### src/rtl/corePckg.sv
// Shared core types: writeback/ALU result structs, memory FSM states and load/store width codes.
package corePckg;

  localparam logic [2:0] cLsB  = 3'b000;
  localparam logic [2:0] cLsH  = 3'b001;
  localparam logic [2:0] cLsW  = 3'b010;
  localparam logic [2:0] cLsBU = 3'b100;
  localparam logic [2:0] cLsHU = 3'b101;

  typedef enum logic {
    IDLE = 1'b0,
    BUSY = 1'b1
  } tMemState;

  typedef struct packed {
    logic        dv;
    logic [4:0]  addr;
    logic [31:0] data;
  } tRegOp;

  typedef struct packed {
    logic        read;
    logic        write;
    logic [2:0]  opType;
    logic [4:0]  rdAddr;
    logic [31:0] addr;
    logic [31:0] data;
  } tMemOp;

  typedef struct packed {
    tMemOp memOp;
    tRegOp regOp;
  } tAluOut;

  function automatic logic isValidOp(input logic [2:0] op);
    return (op == cLsB) || (op == cLsH) || (op == cLsW) || (op == cLsBU) || (op == cLsHU);
  endfunction

  function automatic logic isMisaligned(input logic [2:0] op, input logic [1:0] lo);
    return ((op == cLsH || op == cLsHU) && lo[0]) || ((op == cLsW) && (lo != 2'b00));
  endfunction

endpackage

### src/rtl/mem_align.sv
// Combinational lane steering: store byte-enables/data replication and load extract/extend.
module mem_align
  import corePckg::*;
(
  input  logic [2:0]  i_stOp,
  input  logic [1:0]  i_stAddr,
  input  logic [31:0] i_stData,
  output logic [3:0]  o_be,
  output logic [31:0] o_wdata,
  input  logic [2:0]  i_ldOp,
  input  logic [1:0]  i_ldAddr,
  input  logic [31:0] i_rdata,
  output logic [31:0] o_ldData
);
  logic [31:0] w_shifted;

  always_comb begin
    o_be    = 4'b0000;
    o_wdata = i_stData;
    case (i_stOp)
      cLsB, cLsBU: begin
        o_be    = 4'b0001 << i_stAddr;
        o_wdata = {4{i_stData[7:0]}};
      end
      cLsH, cLsHU: begin
        o_be    = 4'b0011 << {i_stAddr[1], 1'b0};
        o_wdata = {2{i_stData[15:0]}};
      end
      cLsW:    o_be = 4'b1111;
      default: o_be = 4'b0000;
    endcase
  end

  always_comb begin
    w_shifted = i_rdata;
    o_ldData  = i_rdata;
    case (i_ldOp)
      cLsB, cLsBU: begin
        w_shifted = i_rdata >> {i_ldAddr, 3'b000};
        o_ldData  = i_ldOp[2] ? {24'd0, w_shifted[7:0]} : {{24{w_shifted[7]}}, w_shifted[7:0]};
      end
      cLsH, cLsHU: begin
        w_shifted = i_rdata >> {i_ldAddr[1], 4'b0000};
        o_ldData  = i_ldOp[2] ? {16'd0, w_shifted[15:0]} : {{16{w_shifted[15]}}, w_shifted[15:0]};
      end
      default: o_ldData = i_rdata;
    endcase
  end

endmodule

### src/rtl/mem_access.sv
// Load/store unit: one bus access per memory op, upstream stalled until ack or ack timeout.
// Define MEM_MISALIGN_TRAP_EN to trap misaligned H/W accesses on oMisalign instead of issuing them.
module mem_access
  import corePckg::*;
#(
  parameter int unsigned pAckTimeout = 16
) (
  input  logic        iClk,
  input  logic        iRst,
  input  tAluOut      iAluOut,
  output logic        oStall,
  output logic        oMemReq,
  output logic        oMemWe,
  output logic [31:0] oMemAddr,
  output logic [31:0] oMemWData,
  output logic [3:0]  oMemBe,
  input  logic        iMemAck,
  input  logic [31:0] iMemRData,
  output tRegOp       oRegOp,
  output logic        oBusErr
`ifdef MEM_MISALIGN_TRAP_EN
  ,
  output logic        oMisalign
`endif
);
  tMemState    r_state, w_nextState;
  logic [31:0] r_cnt;
  logic        r_done, r_we, r_isLoad, r_busErr;
  logic [2:0]  r_opType;
  logic [1:0]  r_addrLo;
  logic [4:0]  r_rdAddr;
  logic [31:0] r_memAddr, r_memWData;
  logic [3:0]  r_memBe;
  tRegOp       r_regOp;
  tMemOp       w_memOp;
  logic        w_isMem, w_misal, w_bad, w_accept, w_drop, w_ack, w_timeout;
  logic [3:0]  w_be;
  logic [31:0] w_wdata, w_ldData;

  assign w_memOp = iAluOut.memOp;
  assign w_isMem = w_memOp.read | w_memOp.write;
`ifdef MEM_MISALIGN_TRAP_EN
  assign w_misal = isMisaligned(w_memOp.opType, w_memOp.addr[1:0]);
`else
  assign w_misal = 1'b0;
`endif
  assign w_bad   = !isValidOp(w_memOp.opType) || w_misal;

  mem_align u_align (
    .i_stOp   (w_memOp.opType),
    .i_stAddr (w_memOp.addr[1:0]),
    .i_stData (w_memOp.data),
    .o_be     (w_be),
    .o_wdata  (w_wdata),
    .i_ldOp   (r_opType),
    .i_ldAddr (r_addrLo),
    .i_rdata  (iMemRData),
    .o_ldData (w_ldData)
  );

  // r_done marks the cycle after completion: the finished op is still held upstream
  // (it was stalled on the final edge) and must not be accepted a second time.
  always_comb begin
    w_nextState = r_state;
    w_accept    = 1'b0;
    w_drop      = 1'b0;
    w_ack       = 1'b0;
    w_timeout   = 1'b0;
    oStall      = 1'b0;
    case (r_state)
      IDLE: begin
        if (w_isMem && !r_done && !iRst) begin
          oStall = 1'b1;
          if (w_bad) begin
            w_drop = 1'b1;
          end else begin
            w_accept    = 1'b1;
            w_nextState = BUSY;
          end
        end
      end
      BUSY: begin
        oStall = 1'b1;
        if (iMemAck) begin
          w_ack       = 1'b1;
          w_nextState = IDLE;
        end else if (pAckTimeout != 0 && r_cnt == pAckTimeout - 1) begin
          w_timeout   = 1'b1;
          w_nextState = IDLE;
        end
      end
      default: w_nextState = IDLE;
    endcase
  end

  always_ff @(posedge iClk) begin
    if (iRst) begin
      r_state    <= IDLE;
      r_cnt      <= 32'd0;
      r_done     <= 1'b0;
      r_we       <= 1'b0;
      r_isLoad   <= 1'b0;
      r_busErr   <= 1'b0;
      r_opType   <= 3'd0;
      r_addrLo   <= 2'd0;
      r_rdAddr   <= 5'd0;
      r_memAddr  <= 32'd0;
      r_memWData <= 32'd0;
      r_memBe    <= 4'd0;
      r_regOp    <= '0;
    end else begin
      r_state  <= w_nextState;
      r_done   <= w_ack | w_timeout | w_drop;
      r_busErr <= w_timeout;
      r_regOp  <= '0;
      if (w_accept) begin
        r_cnt      <= 32'd0;
        r_we       <= w_memOp.write;
        r_isLoad   <= !w_memOp.write;
        r_opType   <= w_memOp.opType;
        r_addrLo   <= w_memOp.addr[1:0];
        r_rdAddr   <= w_memOp.rdAddr;
        r_memAddr  <= {w_memOp.addr[31:2], 2'b00};
        r_memWData <= w_wdata;
        r_memBe    <= w_be;
      end else if (r_state == BUSY) begin
        r_cnt <= r_cnt + 32'd1;
      end
      if (w_ack && r_isLoad) begin
        r_regOp.dv   <= (r_rdAddr != 5'd0);
        r_regOp.addr <= r_rdAddr;
        r_regOp.data <= w_ldData;
      end else if (r_state == IDLE && !w_isMem) begin
        r_regOp <= iAluOut.regOp;
      end
    end
  end

  assign oMemReq   = (r_state == BUSY);
  assign oMemWe    = r_we & (r_state == BUSY);
  assign oMemAddr  = r_memAddr;
  assign oMemWData = r_memWData;
  assign oMemBe    = r_memBe;
  assign oRegOp    = r_regOp;
  assign oBusErr   = r_busErr;

`ifdef MEM_MISALIGN_TRAP_EN
  logic r_misalign;
  always_ff @(posedge iClk) begin
    if (iRst) r_misalign <= 1'b0;
    else      r_misalign <= w_drop & w_misal;
  end
  assign oMisalign = r_misalign;
`endif

endmodule

### config.mk
export PLATFORM = sky130hd
export DESIGN_NAME = mem_access
export DESIGN_NICKNAME = d
export VERILOG_FILES = /design/src/rtl/corePckg.sv /design/src/rtl/mem_align.sv /design/src/rtl/mem_access.sv
export SDC_FILE = /design/constraint.sdc
export NUM_CORES = 1
export LEC_CHECK = 0
export BUFFER_PORTS_ARGS = -buffer_cell sky130_fd_sc_hd__buf_2
export CORE_AREA = 8 8 121 123
export CTS_CLUSTER_SIZE = 10
export DETAILED_ROUTE_END_ITERATION = 10
export DIE_AREA = 0 0 129 131
export PLACE_DENSITY = 0.83
export SYNTH_ARGS = -nofsm -noshare
export SYNTH_HDL_FRONTEND = slang
export SYNTH_SLANG_ARGS = --single-unit
### constraint.sdc
create_clock -name iClk -period 4.1 [get_ports iClk]
set_input_delay 0.82 -clock iClk [delete_from_list [all_inputs] [get_ports iClk]]
set_output_delay 0.82 -clock iClk [all_outputs]
set_load 0.01 [all_outputs]
# After elaboration in Yosys (flattened, before gate mapping)
# Cells that the tools add are included.
[classes] addsub=1 mul=0 n_div=0 n_lt_le_gt_ge=0 n_eq_ne=8 n_shift=4 n_mux=23 n_bitwise=5 reduce_logical=20
[op_table] cell="$pmux 32 s2" count=2
[op_table] cell="$mux 38" count=2
[op_table] cell="$mux 32" count=2
[op_table] cell="$add 32x1->32 const B" count=1
[op_table] cell="$eq 32x4->1 const B" count=1
[op_table] cell="$shr 32x5->16" count=1
[op_table] cell="$shr 32x5->8" count=1
[op_table] cell="$mux 1" count=14
[op_table] cell="$eq 3x3->1 const B" count=4
[op_table] cell="$pmux 4 s3" count=1
[op_table] cell="$reduce_or 2->1" count=5
[op_table] cell="$eq 3x1->1 const B" count=2
[op_table] cell="$logic_not 3->1" count=2
[op_table] cell="$reduce_bool 5->1" count=1
[op_table] cell="$logic_and 1x1->1" count=4
[op_table] cell="$logic_not 1->1" count=4
[op_table] cell="$logic_or 1x1->1" count=4
[op_table] cell="$pmux 1 s2" count=2
[op_table] cell="$shl 1x2->4 const A" count=1
[op_table] cell="$shl 2x2->4 const A" count=1
[op_table] cell="$eq 3x2->1 const B" count=1
[op_table] cell="$or 1x1->1" count=3
[op_table] cell="$and 1x1->1" count=1
[op_table] cell="$not 1->1" count=1
[totals] reg_bits=151 latch_bits=0 mem_bits_rw=0 romBits=0 output_inout_bits=110 memories=0

# Depth between registers and ports, before layout
[logic_depth] ltp_word=9 depth_mapped=7 depth_no_buf=5

# Modules after synthesis
# From an unflattened synthesis, not the netlist that was laid out.
[unflattened] hier_cells=711 hier_area_um2=6518.8
[by_module_without_submodules] mod="mem_access" n_inst=1 cells_each=515 area_per_inst_um2=5341.4 seq_area_each_um2=3022.9
[by_module_without_submodules] mod="mem_align" n_inst=1 cells_each=196 area_per_inst_um2=1177.4 seq_area_each_um2=0.0

# Least setup slack after synthesis
# No wires, ideal clock.
[synth_path] path_type="input to register" from="input port iMemRData[31]" to="register r_regOp (netlist bit oRegOp[20])" setup_time_ns=0.134 arrival_time_ns=2.104 t_required_ns=3.966 slack_ns=1.862 cell_stages=5 path_cell_list="or3b_2 > and4_1 > o31ai_4 > buf_2 > a211oi_1"
[synth_via] elab_chain_len=4 word_cells_on_any_way=6
[synth_rtl] element="start: declaration" line="mem_access.sv:18" text="input logic [31:0] iMemRData,"
[synth_rtl] element="$shr 32x5->16 or $shr 32x5->8 (tied branches)" line="mem_align.sv:43, mem_align.sv:39"
[synth_rtl] element="$mux 32, on equally long branches" line="mem_align.sv:44, mem_align.sv:40"
[synth_rtl] element="$pmux 32 s2 (*)" line="mem_align.sv:37" text="case (i_ldOp)"
[synth_rtl] element="$mux 38 (*)" line="mem_access.sv:129" text="if (w_ack && r_isLoad) begin"
[synth_rtl] element="end signal: assignment" line="mem_access.sv:134" text="r_regOp <= iAluOut.regOp;"
[synth_rtl] element="end: declaration" line="mem_access.sv:34" text="tRegOp r_regOp;"
# Every way passes the cells marked *; elsewhere a longest branch is shown, timed or not.
# A chain may end at the register's enable or synchronous reset.

# Worst setup path after layout
[layout_path] from="input port iRst" to="output port oStall"
[layout_via] elab_chain_len=4
[layout_rtl] element="start: declaration" line="mem_access.sv:9" text="input logic iRst,"
[layout_rtl] element="$logic_not 1->1" line="mem_access.sv:72" text="if (w_isMem && !r_done && !iRst) begin"
[layout_rtl] element="$logic_and 1x1->1" line="mem_access.sv:72"
[layout_rtl] element="$mux 1" line="mem_access.sv:72"
[layout_rtl] element="$pmux 1 s2" line="mem_access.sv:70" text="case (r_state)"
[layout_rtl] element="end: declaration" line="mem_access.sv:11" text="output logic oStall,"
# No other way between the ends.

==> out/summary.txt <==
Outcome: finished clean
CTS clk-pin slew, worst paths: 70 ps
Mux contribution to synthesized area: 0.0560
Max-Cap Viols: 0
Gr usage total: 0.238
Compound-Gate Fraction of Synth Area: 0.250
Antenna violations before repair: 1
Final period util: 0.676
Fraction of post-synthesis cell area in the top cell type by area: 0.468
Async SR Flop Fraction: 0
Yosys reg bits: 151
Main combinational cell family by area after synthesis: compound AO/OA/AOI/OAI gates
Row count: 42
H-tree levels: 4
DR WL/cell: 18.3 um
Area contributors post-synth: dfxtp_1 47%, a22o_1 6.1%, nand2_1 4.1%, mux2i_1 4.0%, a21oi_1 4.0%
CTS tree: built
Yosys warning total: 0
Vias in the first global route: 6,330
Gpl congestion: 0.858
Hpwl dp: 15.1 mm
Port buffer count: 254
Post-CTS setup buffer count: 0
Main flop type after synthesis: dfxtp_1
Post-synthesis cell type count: 56
Non-Filler Instances: 1,130
Largest net degree at the start of global routing: 49
Static Leak: 3.58 nW
DR iter-0 viols: 501
Fmax: 361 MHz
Post-layout util: 0.654
Slew Limit Fails: 0
Starting Density: 0.502
Clock root buffer master: clkbuf_16
DP Worst Slack: 1200 ps
Actual slew at the worst max-slew pin: 1030 ps
Setup TNS: 0 ps
Critical Path RT: 3280 ps
Bufs on Longest Clock Path: 2
Syn Std Cell Area: 6460 um^2
Seq/Total Area, Yosys: 0.468
Die area: 16,900 um^2
Post-Synth XOR/XNOR Area: 0.0163
Hold violation count in the final report: 0
PwrDens: 447 nW/um^2
Synth Instances: 717
Horiz. Die Dim: 129 um
Commonest non-fill, non-tap cell in the layout: buf_2
CP max FO: 45
Vias per cell: 5.76
Layout Skew: 8.23 ps
Final number of setup-violating endpoints: 0
Post-CTS Hold Buffers: 0
Placed Cells: 1,098
CTS resizes: 0
Setup crit end kind: output pin
Syn Area/Cell: 9.01 um^2
DRT Pass-1 Iters: 6
Synthesized-area fraction occupied by adder cells: 0.00194
Crit Path Category: input pin to output pin
Sink Count: 151
Final ANT Viol Nets: 0
Hold Crit Class: flop to flop
Antenna diodes: 0
RSZ-0062 raised after global routing: false
Relative slew slack: 0.315
Tmin final: 2770 ps
DRC: 0
I/O Pins: 257
Worst-skew pair later-pin latency: 420 ps
Core Box Area: 12,900 um^2
Area Overhead vs Synth: 30.3%
Synth Area in Simple Gates: 0.160
VDD IR max: 0.288 mV
Worst Setup Start Kind: input pin
Grt ovf: 0
Post-synth EDFFs: 0
Share of layout cells above drive strength 1: 0.325
TritonCTS Buffers: 17
Die H: 131 um
Most frequent cells in the layout: 254 x buf_2, 151 x dfxtp_1, 71 x nand2_1, 51 x a21oi_1, 49 x nor2_1
Vias: 6,507
Routed wire length: 20.7 mm
Area leader, netlist: dfxtp_1
Critical path data arrival time: 1950 ps
Final #Nets: 1,089
Final setup margin: 1330 ps
Global-route wire length before repair: 31.7 mm
-- worst paths after layout --
path | from | end | slack [ps] | cells past startpoint
min | oMemWData[20] | oMemWData[20] | 450 | 2
min reg2reg | oMemWData[20] | oMemWData[20] | 450 | 2
max reg2reg | r_opType[1] | oRegOp[17] | 1480 | 4
max | iRst | oStall | 1330 | 4
-- layout make-up --
cell class | instances | area [um^2]
fillers | 1079 | 4460
multi-input cells | 496 | 3160
flip-flops and latches | 151 | 3020
repair buffers | 261 | 1340
clock buffers | 18 | 429
well taps | 176 | 220
clock inverters | 14 | 198
inverters | 14 | 52.6
-- critical path, stage by stage --
cell	delay [ps]
buf_2	280
buf_4	490
o21ai_0	170
buf_2	180
-- stage by stage --
stage	cell area (um^2)	total power, W	hold slack, ps
2_1_floorplan	6460	0.00190	432
6_report	8410	0.00376	445
3_3_place_gp	7790	0.00212	431
3_5_place_dp	7790	0.00213	436
5_1_grt	8410	0.00390	477
4_1_cts	8410	0.00377	445
-- cells in the mapped netlist, types with 10 or more instances --
master    count
a211oi_1     17
a21oi_1      51
a22o_1       45
a22oi_1      19
buf_2        11
clkbuf_1     42
dfxtp_1     151
inv_1        11
mux2i_1      26
nand2_1      71
nand3_1      13
nor2_1       49
nor3_1       11
o21ai_0      41
o22ai_1      18
o31ai_1      10
or4_1        12
-- flip-flops by register name, indices dropped and copies added (netlist names), 2 cells and up --
register	cells
oRegOp	38
oMemWData	32
r_cnt	32
oMemAddr	30
r_rdAddr	5
oMemBe	4
r_opType	3
r_addrLo	2
-- per-layer routing --
metal,global-route usage,part of all wire,up-vias
met4,0.0705,0.013,2
met2,0.401,0.49,299
li1,-,-,3127
met1,0.276,0.40,3055
met3,0.0921,0.099,24
met5,0,0.00039,-
-- cells by family (layout without fill, tap and decap cells) --
logic type	count (synthesis)	after routing
xor+xnor	12	12
flops	151	151
mux	34	34
simple gates	210	210
buf+inv	71	307
fa+ha+maj	1	1
other cells	1	2
compound gates	237	237
-- power by group --
part	leakage (nW)	internal (W)	switching (W)	total [W]
registers	1.23	0.00155	0.0000590	0.00161
clock network	0.302	0.00103	0.000634	0.00166
logic	2.05	0.000216	0.000276	0.000491
Power figures use the tool's default switching activity.
